`src/rtl/debug_ctrl_pkg.sv`:
```
// Shared definitions for the debug controller: default parameter values,
// FSM state encoding and the step-length helper.
package debug_ctrl_pkg;

   localparam int DEF_DATA_W   = 32;
   localparam int DEF_ADDR_W   = 8;
   localparam int DEF_DIGITS   = 8;
   localparam int DEF_SCAN_DIV = 16;

   // Width of the step_cnt input and of the internal step counter
   localparam int CNT_W = 4;

   typedef enum logic [1:0] {
      st_halt  = 2'd0,
      st_step  = 2'd1,
      st_run   = 2'd2,
      st_break = 2'd3
   } state_t;

   // A requested step length of zero still executes one CPU cycle
   function automatic logic [CNT_W-1:0] step_len(input logic [CNT_W-1:0] n);
      return (n == '0) ? CNT_W'(1) : n;
   endfunction

endpackage

```
`src/rtl/debug_ctrl_edge_sync.sv`:
```
// Two-flop synchroniser followed by a rising-edge detector. Produces one
// single-cycle pulse per rising edge of the asynchronous input.
module edge_sync (
   input  logic clk,
   input  logic rst,
   input  logic d,
   output logic pulse
);

   logic [2:0] sync_q;

   // Shift the asynchronous input through the synchroniser and history flop
   always_ff @(posedge clk or negedge rst) begin
      if (!rst) begin
         sync_q <= '0;
      end else begin
         // NOTE: non-blocking assignments give every flop the value from before the edge; blocking ones would collapse the chain.
         sync_q <= {sync_q[1:0], d};
      end
   end

   assign pulse = sync_q[1] & ~sync_q[2];

endmodule

```
`src/rtl/debug_ctrl.sv`:
```
// Debug controller: gates the CPU through cpu_en (free-run, multi-cycle step,
// PC breakpoint), steps an inspection address and scans a view word onto a
// multiplexed hex display.
module debug_ctrl
   import debug_ctrl_pkg::*;
#(
   parameter int DATA_W   = DEF_DATA_W,
   parameter int ADDR_W   = DEF_ADDR_W,
   parameter int DIGITS   = DEF_DIGITS,
   parameter int SCAN_DIV = DEF_SCAN_DIV
) (
   input  logic                       clk,
   input  logic                       rst,
   input  logic                       run,
   input  logic                       step,
   input  logic                       valid,
   input  logic [CNT_W-1:0]           step_cnt,
   input  logic                       bp_en,
   input  logic [ADDR_W-1:0]          bp_addr,
   input  logic [ADDR_W-1:0]          pc,
   input  logic [DATA_W-1:0]          view_data,
   output logic                       cpu_en,
   output logic                       halted,
   output logic                       bp_hit,
   output logic [ADDR_W-1:0]          view_addr,
   output logic [$clog2(DIGITS)-1:0]  an,
   output logic [3:0]                 seg
);

   localparam int AN_W  = $clog2(DIGITS);
   localparam int DIV_W = (SCAN_DIV > 1) ? $clog2(SCAN_DIV) : 1;
   // View word zero-extended so every digit index selects a defined nibble
   localparam int PAD_W = (DIGITS * 4 > DATA_W) ? DIGITS * 4 : DATA_W;

   state_t           state, state_n;
   logic [CNT_W-1:0] cnt, cnt_n;
   logic             step_p, valid_p;
   logic             hit;

   logic [DIV_W-1:0] div;
   logic [AN_W-1:0]  an_next;
   logic             scan_tc;
   logic [PAD_W-1:0] view_wide;
   logic [3:0]       nib_next;

   edge_sync u_step_sync (
      .clk   (clk),
      .rst   (rst),
      .d     (step),
      .pulse (step_p)
   );

   edge_sync u_valid_sync (
      .clk   (clk),
      .rst   (rst),
      .d     (valid),
      .pulse (valid_p)
   );

   assign hit = bp_en && (pc == bp_addr);

   // State and step-counter registers
   always_ff @(posedge clk or negedge rst) begin
      if (!rst) begin
         state <= st_halt;
         cnt   <= '0;
      end else begin
         state <= state_n;
         cnt   <= cnt_n;
      end
   end

   // Next-state logic; step pulses outside HALT/BREAK are simply not consumed
   always_comb begin
      // NOTE: defaults first so every path assigns every output and no latch is inferred.
      state_n = state;
      cnt_n   = cnt;
      unique case (state)
         st_halt: begin
            if (run) begin
               state_n = st_run;
            end else if (step_p) begin
               state_n = st_step;
               cnt_n   = step_len(step_cnt);
            end
         end
         st_step: begin
            cnt_n = cnt - CNT_W'(1);
            if (cnt <= CNT_W'(1)) state_n = st_halt;
         end
         st_run: begin
            if (hit)       state_n = st_break;
            else if (!run) state_n = st_halt;
         end
         st_break: begin
            if (step_p) begin
               state_n = st_step;
               cnt_n   = step_len(step_cnt);
            end else if (!run) begin
               state_n = st_halt;
            end
         end
         default: state_n = st_halt;
      endcase
   end

   // cpu_en is combinational so it drops in the very cycle a breakpoint
   // matches or run is released, and immediately on reset.
   assign cpu_en = (state == st_step) || ((state == st_run) && run && !hit);
   assign halted = (state == st_halt) || (state == st_break);
   assign bp_hit = (state == st_break);

   // Inspection address, advanced by each valid pulse in any state
   always_ff @(posedge clk or negedge rst) begin
      if (!rst)         view_addr <= '0;
      else if (valid_p) view_addr <= view_addr + ADDR_W'(1);
   end

   assign scan_tc   = (div == DIV_W'(SCAN_DIV - 1));
   assign an_next   = an + AN_W'(1);
   assign view_wide = PAD_W'(view_data);
   assign nib_next  = view_wide[{an_next, 2'b00} +: 4];

   // Display scan: hold each digit SCAN_DIV cycles, then load the next one
   always_ff @(posedge clk or negedge rst) begin
      if (!rst) begin
         div <= '0;
         an  <= '0;
         seg <= '0;
      end else if (scan_tc) begin
         div <= '0;
         an  <= an_next;
         seg <= nib_next;
      end else begin
         div <= div + DIV_W'(1);
      end
   end

endmodule
```
`config.mk`:
```
export PLATFORM = sky130hd
export DESIGN_NAME = debug_ctrl
export DESIGN_NICKNAME = d
export VERILOG_FILES = /design/src/rtl/debug_ctrl_pkg.sv /design/src/rtl/debug_ctrl_edge_sync.sv /design/src/rtl/debug_ctrl.sv
export SDC_FILE = /design/constraint.sdc
export NUM_CORES = 1
export LEC_CHECK = 0
export CORE_MARGIN = 4
export CORE_UTILIZATION = 46
export DETAILED_ROUTE_END_ITERATION = 8
export PLACE_DENSITY = 0.95
export SLEW_MARGIN = 20
export SYNTH_ARGS = -nofsm -noshare
export SYNTH_HDL_FRONTEND = slang
export SYNTH_SLANG_ARGS = --single-unit
```
`constraint.sdc`:
```
create_clock -name clk -period 2.7 [get_ports clk]
set_input_delay 0.675 -clock clk [delete_from_list [all_inputs] [get_ports clk]]
set_output_delay 0.675 -clock clk [all_outputs]
set_load 0.02 [all_outputs]
```
==> metrics.md <==
| Metric | Value |
|---|---|
| Post-layout util | `73.2%` |
| Die area | `0.00491 mm^2` |
| Root buffer cell | `clkbuf_8` |
| Overall Global Routing Usage | `18.1%` |
| Post-CTS setup buffer count | `0` |
| Finished Cell Area | `0.00270 mm^2` |
| Min Hold Slack | `349 ps` |
| Drt via density | `5.16` |
| Final setup fails | `0` |
| Setup crit start kind | `input port` |
| Syn avg cell area | `11.4 um^2` |
| Share of the synthesized area in the top cell type | `43.8%` |
| Main combinational cell family by area after synthesis | `multiplexers` |
| Post-synthesis mux area share | `14.3%` |
| CTS tree | `built` |
| Final min period | `2560 ps` |
| Fmax | `391 MHz` |
| Fill cells | `276` |
| Yosys warns | `0` |
| CP peak stage delay | `470 ps` |
| Share of layout cells above drive strength 1 | `12.5%` |
| Power Dens Cells | `676 mW/mm^2` |
| Mapped cell area | `0.00177 mm^2` |
| Final net count | `306` |
| Max-cap violations | `0` |
| RSZ-0062 raised after global routing | `no` |
| Height of the die | `70.1 um` |
| Post-synthesis adder-cell area fraction | `6.35%` |
| Distinct cells, synth | `36` |
| Starting Density | `48.1%` |
| Worst min path class | `reg2reg` |
| Number of H-tree levels | `2` |
| Leak | `1.13 nW` |
| Global-route wire length before repair | `6.97 mm` |
| Post-DP HPWL | `3.40 mm` |
| Synthesis-to-layout area growth | `52.2%` |
| Row count | `22` |
| Largest net degree at the start of global routing | `32` |
| Peak supply drop | `393 uV` |
| Synth area leaders | `dfrtp_1 (44%), mux4_2 (10%), xnor2_1 (7.4%)` |
| Complex-gate fraction of the synthesized area | `11.3%` |
| Core area | `0.00369 mm^2` |
| Post-DP Area | `0.00259 mm^2` |
| Port bufs | `75` |
| Crit-path cells | `clkdlybuf4s50_1 -> xnor2_1 -> nand4_1 -> nor3_2 -> o21bai_1 -> buf_2` |
| Mapped Nets | `223` |
| Die width | `70.1 um` |
| TritonCTS buffer count | `5` |
| Final clock skew | `1.84 ps` |
| Post-synthesis xor/xnor area fraction | `9.81%` |
| CTS Hold Bufs | `0` |
| Worst Setup End Kind | `output port` |
| Slowest-stage cell, CP | `clkdlybuf4s50_1` |
| Clock Sinks | `31` |
| Number of global-route vias before repair | `1626` |
| Final hold vios | `0` |
| Ant diodes | `0` |
| Gr ovfl total | `0` |
| Clock latency at the later pin of the worst-skew pair | `280 ps` |
| R2R setup slack | `880 ps` |
| Routed WL | `4.07 mm` |
| Worst EP arrival | `1890 ps` |
| Initial DRC Count | `82` |
| Yosys top cell by area | `dfrtp_1` |
| Worst-margin pin slew | `383 ps` |
| CP Data Required Time | `2030 ps` |
| Crit path max fanout | `2` |
| Io pins | `76` |
| Antenna Nets Post-Route | `0` |
| WP buf/inv | `2` |
| #FFs+latches synth | `31` |
| Pre-Repair DR Iteration Count | `4` |
| Routability cong. | `0.756` |
| Register area share after synthesis | `43.8%` |
| WL/cell | `14.1 um` |
| CTS clock-pin slew for the worst setup and hold paths | `70 ps` |
| Status | `finished clean` |
| Overall via count from detail_route | `1487` |
| Max transition margin | `74.5%` |
| Clock buffer depth | `2` |
| Drt drc | `0` |
| Simple-gate area share of the yosys netlist | `11.2%` |
| Final critical-path share of the clock period | `94.8%` |
| Crit path max-delay family | `buffers and inverters` |
| Critical path class | `in2out` |
| Max-slew violations | `0` |
| Cells after synthesis | `156` |
| Initial antenna violation count | `0` |
==> registers in the layout, summed over array words and instances (netlist names) <==
| name | flops |
|---|---|
| state | 2 |
| an | 3 |
| seg | 4 |
| div | 4 |
| u_valid_sync.sync_q | 3 |
| cnt | 4 |
| u_step_sync.sync_q | 3 |
| view_addr | 8 |
==> placed cells by master (no fill, tap or decap), types with 2 or more instances in the layout <==
master / netlist / layout
dfrtp_1: 31 / 31
inv_1: 9 / 9
nand3_1: 5 / 5
mux2_2: 2 / 2
and2_1: 2 / 2
o21ai_1: 5 / 5
nand2_1: 12 / 12
o21ai_0: 6 / 6
clkdlybuf4s50_1: 0 / 74
mux4_2: 8 / 8
a31oi_1: 2 / 2
and3_1: 2 / 2
a21oi_1: 10 / 10
clkbuf_8: 0 / 7
nand2b_1: 2 / 2
ha_1: 9 / 9
xor2_1: 3 / 3
nor3_1: 3 / 2
xnor2_1: 15 / 15
nor2_1: 6 / 6
buf_4: 0 / 5
mux2i_1: 5 / 5
nand4_1: 2 / 2
==> final cells by class <==
cell class | instances | area, um^2 | share of cell area [%]
inverter | 9 | 33.8 | 1.25
multi-input combinational | 112 | 942 | 34.9
clock buffer | 7 | 96.3 | 3.57
tap | 48 | 60.1 | 2.23
clock inverter | 1 | 7.51 | 0.278
timing repair buffer | 80 | 783 | 29.0
sequential | 31 | 776 | 28.7
==> repair_timing <==
item | CTS | global route
pin swaps | 1 | 1
endpoints found under the setup margin | 1 | 1
gates resized for setup | 4 | 1
==> per-stage QoR <==
stage                     setup slack, ps  total power [mW]  cells  setup TNS (ps)
after detailed placement             -317              1.44    280            -317
final                                 139              1.83    288               0
after global routing                 25.2              1.95    288               0
after global placement               -167              1.41    280            -167
after floorplan                       715              1.11    156               0
after CTS                            20.5              1.85    288               0
==> cells in the mapped netlist <==
| library cell | n |
|---|---|
| mux2i_1 | 5 |
| o311a_1 | 1 |
| buf_2 | 1 |
| xor2_2 | 1 |
| a31oi_1 | 2 |
| nor3_1 | 3 |
| o22a_1 | 1 |
| o21ai_1 | 5 |
| nor2b_4 | 1 |
| o311ai_0 | 1 |
| o31ai_4 | 1 |
| and3_1 | 2 |
| inv_1 | 9 |
| clkbuf_2 | 2 |
| xnor2_1 | 15 |
| and4_1 | 1 |
| nand2b_1 | 2 |
| xor2_1 | 3 |
| a211oi_1 | 1 |
| and2b_1 | 1 |
| o21bai_1 | 1 |
| nor2_1 | 6 |
| a32o_1 | 1 |
| mux4_2 | 8 |
| o21ai_0 | 6 |
| mux2_2 | 2 |
| nand2_1 | 12 |
| ha_1 | 9 |
| nand3_1 | 5 |
| nand3_2 | 1 |
| and2_1 | 2 |
| buf_6 | 1 |
| dfrtp_1 | 31 |
| o21ai_2 | 1 |
| a21oi_1 | 10 |
| nand4_1 | 2 |
==> final timing paths <==
kind	end	cells past startpoint	from
max	cpu_en	6	bp_addr[2]
min	u_valid_sync.sync_q[1]	0	u_valid_sync.sync_q[0]
max reg2reg	seg[1]	5	an[0]
min reg2reg	u_valid_sync.sync_q[1]	0	u_valid_sync.sync_q[0]
max in group asynchronous	cnt[3]	2	rst
min in group asynchronous	an[1]	2	rst
==> worst reg2reg max path, stage by stage, from the launching register on <==
cell and delay, ps:
dfrtp_1 360, buf_4 190, ha_1 510, mux4_2 360
mux2i_1 190, o21ai_1 80
==> where the power goes <==
group,total [mW],internal [mW],switching [mW]
clock network,0.409,0.232,0.178
registers,0.655,0.560,0.0956
logic,0.760,0.387,0.373
total,1.83,1.18,0.646
==> cell families (layout without fill, tap and decap cells) <==
kind of cell | after synthesis | in the layout
fa+ha+maj | 9 | 9
flops | 31 | 31
compound gates | 31 | 31
simple gates | 38 | 38
buf+inv | 13 | 97
xor+xnor | 19 | 19
mux | 15 | 15
==> layer usage <==
metal  routed length, um  track usage, %
met5                   0               0
met1                1540            19.0
met3                 353            7.63
met4                  80            6.81
met2                2090            31.9
Note: power is estimated with default switching activity, not from simulation.
